[src/rtl/mul_sign_ctrl.sv]
// Sign/magnitude wrapper around an unsigned 32x32 multiplier for the RV32M MUL group.
// Optional build macro MUL_FAST_ZERO_EN short-circuits requests with a zero operand.
module mul_sign_ctrl (
    input  logic        clk,
    input  logic        rst,
    input  logic        req_valid,
    input  logic [2:0]  funct3,
    input  logic [31:0] rs1,
    input  logic [31:0] rs2,
    output logic [31:0] result,
    output logic        result_valid,
    output logic        illegal,
    output logic        stall,
    output logic        mul_in_valid,
    output logic [31:0] mul_mplier,
    output logic [31:0] mul_mcand,
    input  logic [63:0] mul_product,
    input  logic        mul_out_valid
);

    typedef enum logic [2:0] {
        ST_IDLE,
        ST_ISSUE,
        ST_WAIT,
        ST_FIX,
        ST_DONE
    } state_t;

    state_t      state_reg;
    logic [31:0] result_reg;
    logic        result_valid_reg;
    logic        illegal_reg;
    logic        mul_in_valid_reg;
    logic [31:0] mplier_reg;
    logic [31:0] mcand_reg;
    logic [63:0] product_reg;
    logic        negate_reg;
    logic        hi_sel_reg;

    logic        signed_a;
    logic        signed_b;
    logic        neg_a;
    logic        neg_b;
    logic [31:0] mag_a;
    logic [31:0] mag_b;
    logic        negate_next;
    logic        zero_op;
    logic [63:0] fixed_product;

    // MULHU treats both operands unsigned; MULHSU only rs1 signed.
    assign signed_a    = ~(funct3[1] & funct3[0]);
    assign signed_b    = ~funct3[1];
    assign neg_a       = signed_a & rs1[31];
    assign neg_b       = signed_b & rs2[31];
    assign mag_a       = neg_a ? (~rs1 + 32'd1) : rs1;
    assign mag_b       = neg_b ? (~rs2 + 32'd1) : rs2;
    assign negate_next = neg_a ^ neg_b;

`ifdef MUL_FAST_ZERO_EN
    assign zero_op = (rs1 == 32'd0) || (rs2 == 32'd0);
`else
    assign zero_op = 1'b0;
`endif

    assign fixed_product = negate_reg ? (~product_reg + 64'd1) : product_reg;

    always_ff @(posedge clk) begin
        if (rst) begin
            state_reg        <= ST_IDLE;
            result_reg       <= 32'd0;
            result_valid_reg <= 1'b0;
            illegal_reg      <= 1'b0;
            mul_in_valid_reg <= 1'b0;
            mplier_reg       <= 32'd0;
            mcand_reg        <= 32'd0;
            product_reg      <= 64'd0;
            negate_reg       <= 1'b0;
            hi_sel_reg       <= 1'b0;
        end else begin
            result_valid_reg <= 1'b0;
            illegal_reg      <= 1'b0;
            mul_in_valid_reg <= 1'b0;
            case (state_reg)
                ST_IDLE: begin
                    if (req_valid) begin
                        negate_reg <= negate_next;
                        hi_sel_reg <= (funct3[1:0] != 2'b00);
                        if (funct3[2]) begin
                            result_reg       <= 32'd0;
                            result_valid_reg <= 1'b1;
                            illegal_reg      <= 1'b1;
                            state_reg        <= ST_DONE;
                        end else if (zero_op) begin
                            product_reg <= 64'd0;
                            state_reg   <= ST_FIX;
                        end else begin
                            mplier_reg       <= mag_a;
                            mcand_reg        <= mag_b;
                            mul_in_valid_reg <= 1'b1;
                            state_reg        <= ST_ISSUE;
                        end
                    end
                end
                ST_ISSUE: state_reg <= ST_WAIT;
                ST_WAIT: begin
                    if (mul_out_valid) begin
                        product_reg <= mul_product;
                        state_reg   <= ST_FIX;
                    end
                end
                ST_FIX: begin
                    result_reg       <= hi_sel_reg ? fixed_product[63:32] : fixed_product[31:0];
                    result_valid_reg <= 1'b1;
                    state_reg        <= ST_DONE;
                end
                ST_DONE: state_reg <= ST_IDLE;
                default: state_reg <= ST_IDLE;
            endcase
        end
    end

    // The IDLE term lets the processor stall in the very cycle it issues.
    assign stall = ((state_reg == ST_IDLE) && req_valid) ||
                   (state_reg == ST_ISSUE) ||
                   (state_reg == ST_WAIT)  ||
                   (state_reg == ST_FIX);

    assign result       = result_reg;
    assign result_valid = result_valid_reg;
    assign illegal      = illegal_reg;
    assign mul_in_valid = mul_in_valid_reg;
    assign mul_mplier   = mplier_reg;
    assign mul_mcand    = mcand_reg;

endmodule

[config.mk]
export PLATFORM = sky130hd
export DESIGN_NAME = mul_sign_ctrl
export DESIGN_NICKNAME = d
export VERILOG_FILES = /design/src/rtl/mul_sign_ctrl.sv
export SDC_FILE = /design/constraint.sdc
export NUM_CORES = 1
export LEC_CHECK = 0
export BUFFER_PORTS_ARGS = -buffer_cell sky130_fd_sc_hd__buf_2
export CAP_MARGIN = 20
export CORE_MARGIN = 2
export CORE_UTILIZATION = 50
export DETAILED_ROUTE_END_ITERATION = 7
export GPL_TIMING_DRIVEN = 0
export PLACE_DENSITY_LB_ADDON = 0.1
export SLEW_MARGIN = 20
export SYNTH_ARGS = -nofsm -noshare
export SYNTH_HDL_FRONTEND = slang
export SYNTH_SLANG_ARGS = --single-unit
[constraint.sdc]
create_clock -name clk -period 5.8 [get_ports clk]
set_input_delay 0.87 -clock clk [delete_from_list [all_inputs] [get_ports clk]]
set_output_delay 0.87 -clock clk [all_outputs]
set_load 0.02 [all_outputs]
# After elaboration in Yosys (flattened, before gate mapping)
# Cells that the tools add are included.
# word_totals
word_cells	60
output_inout_bits	100
register_bits	168
input_bits	135
# op_classes
bitwise	12
n_addsub	3
mux	15
n_reduce_logical	14
eq_ne	6
# op_table
operator	n
2-to-1 mux 32 bit	5
adder 32 x 1 -> 32 bit, second input constant	2
adder 64 x 1 -> 64 bit, second input constant	1
2-to-1 mux 64 bit	1
NOT 32 bit	2
NOT 64 bit	1
one-hot mux 32 bit (2 select lines)	1
one-hot mux 3 bit (4 select lines)	1
2-to-1 mux 3 bit	3
== test 3 x 2 -> 1 bit, second input constant	2
inequality test 2 bit, second input constant	3
AND reduction 2 bit	3
AND reduction 3 bit	2
NOT 1 bit	5
nonzero test 2 bit	2
bitwise AND 1 bit	3
== test 3 x 1 -> 1 bit, second input constant	1
zero test 3 bit	1
logical OR 1 bit	3
2-to-1 mux 1 bit	3
OR reduction 3 bit	1
one-hot mux 1 bit (2 select lines)	1
OR reduction 2 bit	1
logical AND 1 bit	1
XOR 1 bit	1

# Longest topological paths before layout
# Gate-level depths: netlist (run 1).
# logic_depth
depth_word	5
mapped_depth	9

# Worst setup path before layout (run 1)
# Ideal clock, no wire load.
# synth_timing
path_kind	input to register
startpoint	in rs2[16]
endpoint	reg mcand_reg[29] (netlist: mul_mcand[29])
t_required_ps	5714
path_stages	6
setup_ps	86
t_arrival_ps	2635
setup_slack_ps	3080
cell_sequence	or4_1 or3_1 nor3_1 a31oi_1 xnor2_1 a211oi_1
# synth_between
elab_chain_len	3
# synth_rtl
item	line	text
from (decl)	9	input logic [31:0] rs2,
NOT 32 bit	56	assign mag_b = neg_b ? (~rs2 + 32'd1) : rs2;
adder 32 x 1 -> 32 bit	56	
2-to-1 mux 32 bit	56	
to (signal assigned)	98	mcand_reg <= mag_b;
to (decl)	35	logic [31:0] mcand_reg;
# No other way between the ends.
# A chain may end at the register's enable or synchronous reset.

# Worst setup path in the final report (run 1)
# layout_timing
startpoint	reg product_reg[29]
endpoint	reg result_reg[31] (netlist: result[31])
# layout_between
elab_chain_len	5
# layout_rtl
item	line	text
from (decl)	36	logic [63:0] product_reg;
from (signal assigned)	107	product_reg <= mul_product;
NOT 64 bit	65	assign fixed_product = negate_reg ? (~product_reg + 64'd1) : product_reg;
adder 64 x 1 -> 64 bit	65	
2-to-1 mux 64 bit	65	
2-to-1 mux 32 bit	112	result_reg <= hi_sel_reg ? fixed_product[63:32] : fixed_product[31:0];
one-hot mux 32 bit (2 select lines)	83	case (state_reg)
to (signal assigned)	112	
to (decl)	30	logic [31:0] result_reg;
# No other way between the ends.

==> run_results.csv, run 1 <==
group,metric,value,unit
setup_path,endpoint_kind,"flip-flop",
synthesis,syn_avg_cell_area,7.79,um2
clock_tree,cts_sinks,168,
synthesis,synthDominantCellAreaShare,37.0,%
placed_design,portBuffers,233,
clock_tree,cts.repair.resized,0,
layout,largest_reg_flops,64,
clock_tree,htree_levels,4,
floorplanning,start_util,50.8,%
floorplanning,core_area,17900,um2
synthesis,synth_cells,1168,
synthesis,synth_ff_type,"dfxtp_1",
clock_tree,cts_buffers,17,
floorplanning,boundaryPins,235,
run_status,status,"finished, final reports clean",
worst_hold_path,hp-class,"flip-flop to flip-flop",
detailed_routing,drt_wl_total,32.2,mm
global_route,antenna_found_initial,3,
pwr,leakage,0.00448,uW
timing,tns,0,ps
placed_design,place.gp.congestion,0.978,
worst_hold_path,hp-start,"result[2]$_SDFFE_PP0P_",
timing,finalSetupViolCount,0,
clock_tree,cts-root-buf,"clkbuf_16",
detailed_routing,drcViolationCount,0,
global_route,grt_pass1_wl,50.4,mm
setup_path,worstSetupPathType,"flip-flop to flip-flop",
timing,finalWorstPathRequiredPeriod,3340,ps
pwr,total_power,3200,uW
detailed_routing,wire_per_inst,19.4,um
detailed_routing,drt_pass1_iterations,7,
timing,final_hold_viol_count,0,
clock_tree,clkTransAtPathRegs,70,ps
global_route,grt_usage,32.8,%
pwr,p_per_area,286,nW/um2
timing,relSlewSlack,23.0,%
run,cap_violations,0,
placed_design,hpwlAfterDp,24.3,mm
timing,maxSlewViolCount,0,
synthesis,synth_seq_cells,168,
clock_tree,clock_latency,440,ps
synthesis,syn-num-nets,1306,
timing,hold_slack,435,ps
timing,fin_crit_sh,57.5,%
synthesis,ys_types,74,
setup_path,cp_max_fo,8,
synthesis,yosys_warnings,0,
timing,timing.fmax,300,MHz
layout,nets,1558,
synthesis,synth_top_cell_by_area,"dfxtp_1",
global_route,grt_pass1_vias,9201,
synthesis,synth_area,9100,um2
synthesis,synthArstFlopShare,0,%
clock_tree,cts_hold_buf,0,
synthesis,synth-edff-count,0,
timing,worstMarginPinSlew,1140,ps
clock_tree,clock_path_buffers,2,
clock_tree,cts_tree,"built",
floorplanning,dieWidth,139,um
detailed_routing,via_count,9925,
setup_path,r2r_cells,6,
detailed_routing,drtIter0Drc,904,
floorplanning,die-area,19300,um2
detailed_routing,antenna_left,0,
timing,fin_worst_skew,8.12,ps
global_route,grt_max_degree,17,
timing,grt_setup_unrepaired,"no",
global_route,gr-total-overflow,0,
layout,layout_common_cells,"234 x buf_2, 198 x nand2_1, 168 x dfxtp_1",
floorplanning,die_y,139,um
clock_tree,post_cts_buffers,0,
setup_path,cp-start-kind,"flip-flop",
detailed_routing,post_drt_via_cell_ratio,5.97,
setup_path,cp.required,6130,ps
setup_path,r2r_start,"product_reg[29]$_SDFFE_PP0P_",
layout,syn_to_final_growth,22.9,%
synthesis,synth-seq-area-share,37.0,%
worst_hold_path,hold_depth,2,
pwr,ir_drop,0.241,mV
layout,drive_gt1_share,20.0,%
setup_path,cp-startpoint,"product_reg[29]$_SDFFE_PP0P_",
synthesis,netlist_top_cells_area,"dfxtp_1 37%, nand2_1 8.2%, a21oi_1 5.3%, a211oi_1 4.7%, xor2_1 4.6%",
setup_path,cp.arrival,3660,ps
floorplanning,fp-row-count,49,
layout,final_common_cell,"buf_2",
==> cells in the mapped netlist, drive strengths merged, types with 28 or more instances <==
cell type / n
a211oi: 57
o31ai: 28
nand2: 198
clkbuf: 71
nor4: 29
nor3: 35
o21ai: 53
nor2: 103
xor2: 48
xnor2: 43
a21oi: 97
dfxtp: 168
==> critical path, cell delays in order, from the launching register on <==
cell and delay [ps]:
dfxtp_1 420, nor4_1 1000, and3_1 380, nand4_2 290, or4b_1 610, mux2_1 350, a22o_1 180
==> power by group <==
part	switching, uW	leakage [uW]	internal, uW
clock	505	0.000298	705
sequential	42.1	0.00137	1200
combinational	484	0.00282	260
==> final cells by class <==
cell class / instances / area, um2
Fill cell: 1714 / 6720
Multi-Input combinational cell: 906 / 5390
Sequential cell: 168 / 3360
Timing Repair Buffer: 233 / 1170
Clock buffer: 19 / 453
Buffer: 77 / 290
Tap cell: 229 / 287
Clock inverter: 12 / 165
Inverter: 17 / 63.8
Antenna cell: 1 / 2.50
==> per-layer routing <==
metal  wire (um)  track usage (%)  vias to the layer above
met1       12800             40.3                     4612
met3        2870             8.43                       83
li1            -                -                     4742
met2       15200             54.9                      486
met5          13                0                        -
met4        1320             13.5                        2
==> cell families (layout without fill, tap and decap cells) <==
group,Yosys count,in the layout,share of synthesized area (%)
mux,16,16,1.83
simple gates,476,476,25.2
flops,168,168,37.0
fa+ha+maj,3,3,0.413
compound gates,320,320,22.9
other cells,0,1,0
buf+inv,94,358,3.89
xor+xnor,91,91,8.76
==> final timing paths <==
path | endpoint | slack, ps
worst min-delay path | result[2]$_SDFFE_PP0P_ | 440
worst max-delay path | result[31]$_SDFFE_PP0P_ | 2460
worst max register to register | result[31]$_SDFFE_PP0P_ | 2460
worst min register to register | result[2]$_SDFFE_PP0P_ | 440
==> per-stage QoR <==
stage               instance area, um2  setup slack (ps)  std cells  util [%]
floorplan                         9100              3080       1168         -
global placement                 10600              2580       1630      58.9
CTS                              11200              2610       1661      62.4
finish                           11200              2460       1662      62.4
detailed placement               10600              2500       1630      58.9
global route                     11200              2460       1662      62.4
(Power assumes the default switching activity.)
==> run 2, diff against run 1 <==
==> constraint.sdc (replaced) <==
create_clock -name clk -period 3.3 [get_ports clk]
set_input_delay 0.495 -clock clk [delete_from_list [all_inputs] [get_ports clk]]
set_output_delay 0.495 -clock clk [all_outputs]
set_load 0.02 [all_outputs]
==> run_results.csv, run 2 (synthesis results as in run 1) <==
group,metric,value,unit
floorplanning,start_util,50.8,%
layout,largest_reg_flops,64,
setup_path,cp.arrival,3270,ps
timing,maxSlewViolCount,0,
setup_path,cp_num_buf_inv,0,
setup_path,cpMaxStageDelayCell,"nor4_2",
pwr,power_switching,1810,uW
timing,worstMarginPinSlew,1020,ps
layout,nets,1558,
global_route,grt_pass1_wl,50.4,mm
floorplanning,fp-row-count,49,
detailed_routing,via_count,9905,
placed_design,post-place-ws,135,ps
clock_tree,htree_levels,4,
placed_design,place_area,10600,um2
timing,fin_worst_skew,8.41,ps
placed_design,dp_cells,1630,
timing,fin_ws,350,ps
floorplanning,core_area,17900,um2
pwr,ir_drop,0.421,mV
timing,tns,0,ps
global_route,grt_max_degree,17,
placed_design,hpwlAfterDp,24.3,mm
setup_path,endpoint_kind,"flip-flop",
timing,timing.fmax,339,MHz
layout,final_cell_area,11200,um2
worst_hold_path,hp-class,"input port to flip-flop",
detailed_routing,drt_wl_total,32.2,mm
floorplanning,boundaryPins,235,
detailed_routing,post_drt_via_cell_ratio,5.96,
timing,grt_setup_unrepaired,"no",
setup_path,slowest_delay,680,ps
pwr,clock_power_share,37.8,%
clock_tree,cts_tree,"built",
clock_tree,cts-root-buf,"clkbuf_16",
clock_tree,cts.repair.resized,0,
layout,fin_cells,1662,
timing,finalSetupViolCount,0,
setup_path,cp-start-kind,"flip-flop",
timing,finalWorstPathRequiredPeriod,2950,ps
clock_tree,cts_buffers,17,
layout,drive_gt1_share,20.1,%
global_route,gr-total-overflow,0,
clock_tree,post_cts_buffers,0,
timing,final_hold_viol_count,0,
timing,relSlewSlack,31.6,%
clock_tree,clock_path_buffers,2,
pwr,power_frac_seq,38.9,%
layout,syn_to_final_growth,22.9,%
pwr,combPwrFrac,23.2,%
layout,final_core_util,62.5,%
placed_design,place.gp.congestion,0.978,
global_route,grt_pass1_vias,9201,
floorplanning,dieWidth,139,um
setup_path,cp_max_fo,8,
layout,layout_common_cells,"234 x buf_2, 198 x nand2_1, 168 x dfxtp_1",
run,cap_violations,0,
setup_path,crit_chain,"nor4_2 -> and3_1 -> nand4_2 -> or4b_1 -> mux2_1 -> a22o_1",
detailed_routing,antenna_left,0,
setup_path,worstSetupPathType,"flip-flop to flip-flop",
clock_tree,clock_latency,440,ps
layout,final_common_cell,"buf_2",
clock_tree,clkTransAtPathRegs,70,ps
pwr,p_int,3810,uW
run_status,status,"finished, final reports clean",
pwr,leakage,0.00449,uW
detailed_routing,drt_pass1_iterations,5,
pwr,p_per_area,503,nW/um2
floorplanning,die-area,19300,um2
global_route,grt_usage,32.8,%
placed_design,portBuffers,233,
detailed_routing,drcViolationCount,0,
floorplanning,die_y,139,um
timing,fin_crit_sh,89.4,%
setup_path,cp_top_family,"simple AND/OR/NAND/NOR gates",
detailed_routing,drtIter0Drc,895,
clock_tree,cts_sinks,168,
setup_path,cp.required,3620,ps
pwr,swShare,32.2,%
detailed_routing,wire_per_inst,19.4,um
global_route,antenna_found_initial,3,
clock_tree,cts_hold_buf,0,
==> run 2: cell counts in the layout (fill, tap and decap cells not counted) <==
No cell type changed its count.
==> run 2: worst register-to-register path, cell delays in order (launching register included) <==
cell,delay [ps]
dfxtp_1,410
nor4_2,680
and3_1,340
nand4_2,280
or4b_1,600
mux2_1,340
a22o_1,170
==> run 2: area by class of cell <==
class	count	area, um2
flip-flops and latches	168	3360
inverters	17	63.8
clock inverters	12	165
multi-input cells	906	5400
plain buffers	77	290
fillers	1714	6720
repair buffers	233	1170
clock buffers	19	453
diodes	1	2.50
well taps	229	287
==> run 2: through the flow <==
step,total power (uW),hold WS (ps)
global route,5820,291
CTS,5600,286
finish,5620,293
detailed placement,3500,428
global placement,3500,420
floorplan,3040,454
==> run 2: power by group through the flow <==
stage / logic [uW] / clock network, uW / registers [uW]
5_1_grt: 1400 / 2220 / 2200
3_3_place_gp: 1270 / 0 / 2230
3_5_place_dp: 1270 / 0 / 2230
6_report: 1310 / 2130 / 2190
4_1_cts: 1280 / 2140 / 2190
2_1_floorplan: 743 / 0 / 2290
==> run 2: layer usage <==
metal	vias to the layer above	global-route usage [%]	wire, um
met5	-	0	13
met4	2	13.5	1250
met3	79	8.43	2980
met2	486	54.9	15300
met1	4593	40.3	12700
li1	4745	-	-
==> run 2: worst paths after layout <==
path | cells past startpoint | slack [ps] | start | end
worst max-delay path | 6 | 350 | product_reg[29]$_SDFFE_PP0P_ | result[31]$_SDFFE_PP0P_
worst max register to register | 6 | 350 | product_reg[29]$_SDFFE_PP0P_ | result[31]$_SDFFE_PP0P_
worst min-delay path | 3 | 290 | mul_product[29] | product_reg[29]$_SDFFE_PP0P_
worst min register to register | 2 | 440 | result[2]$_SDFFE_PP0P_ | result[2]$_SDFFE_PP0P_
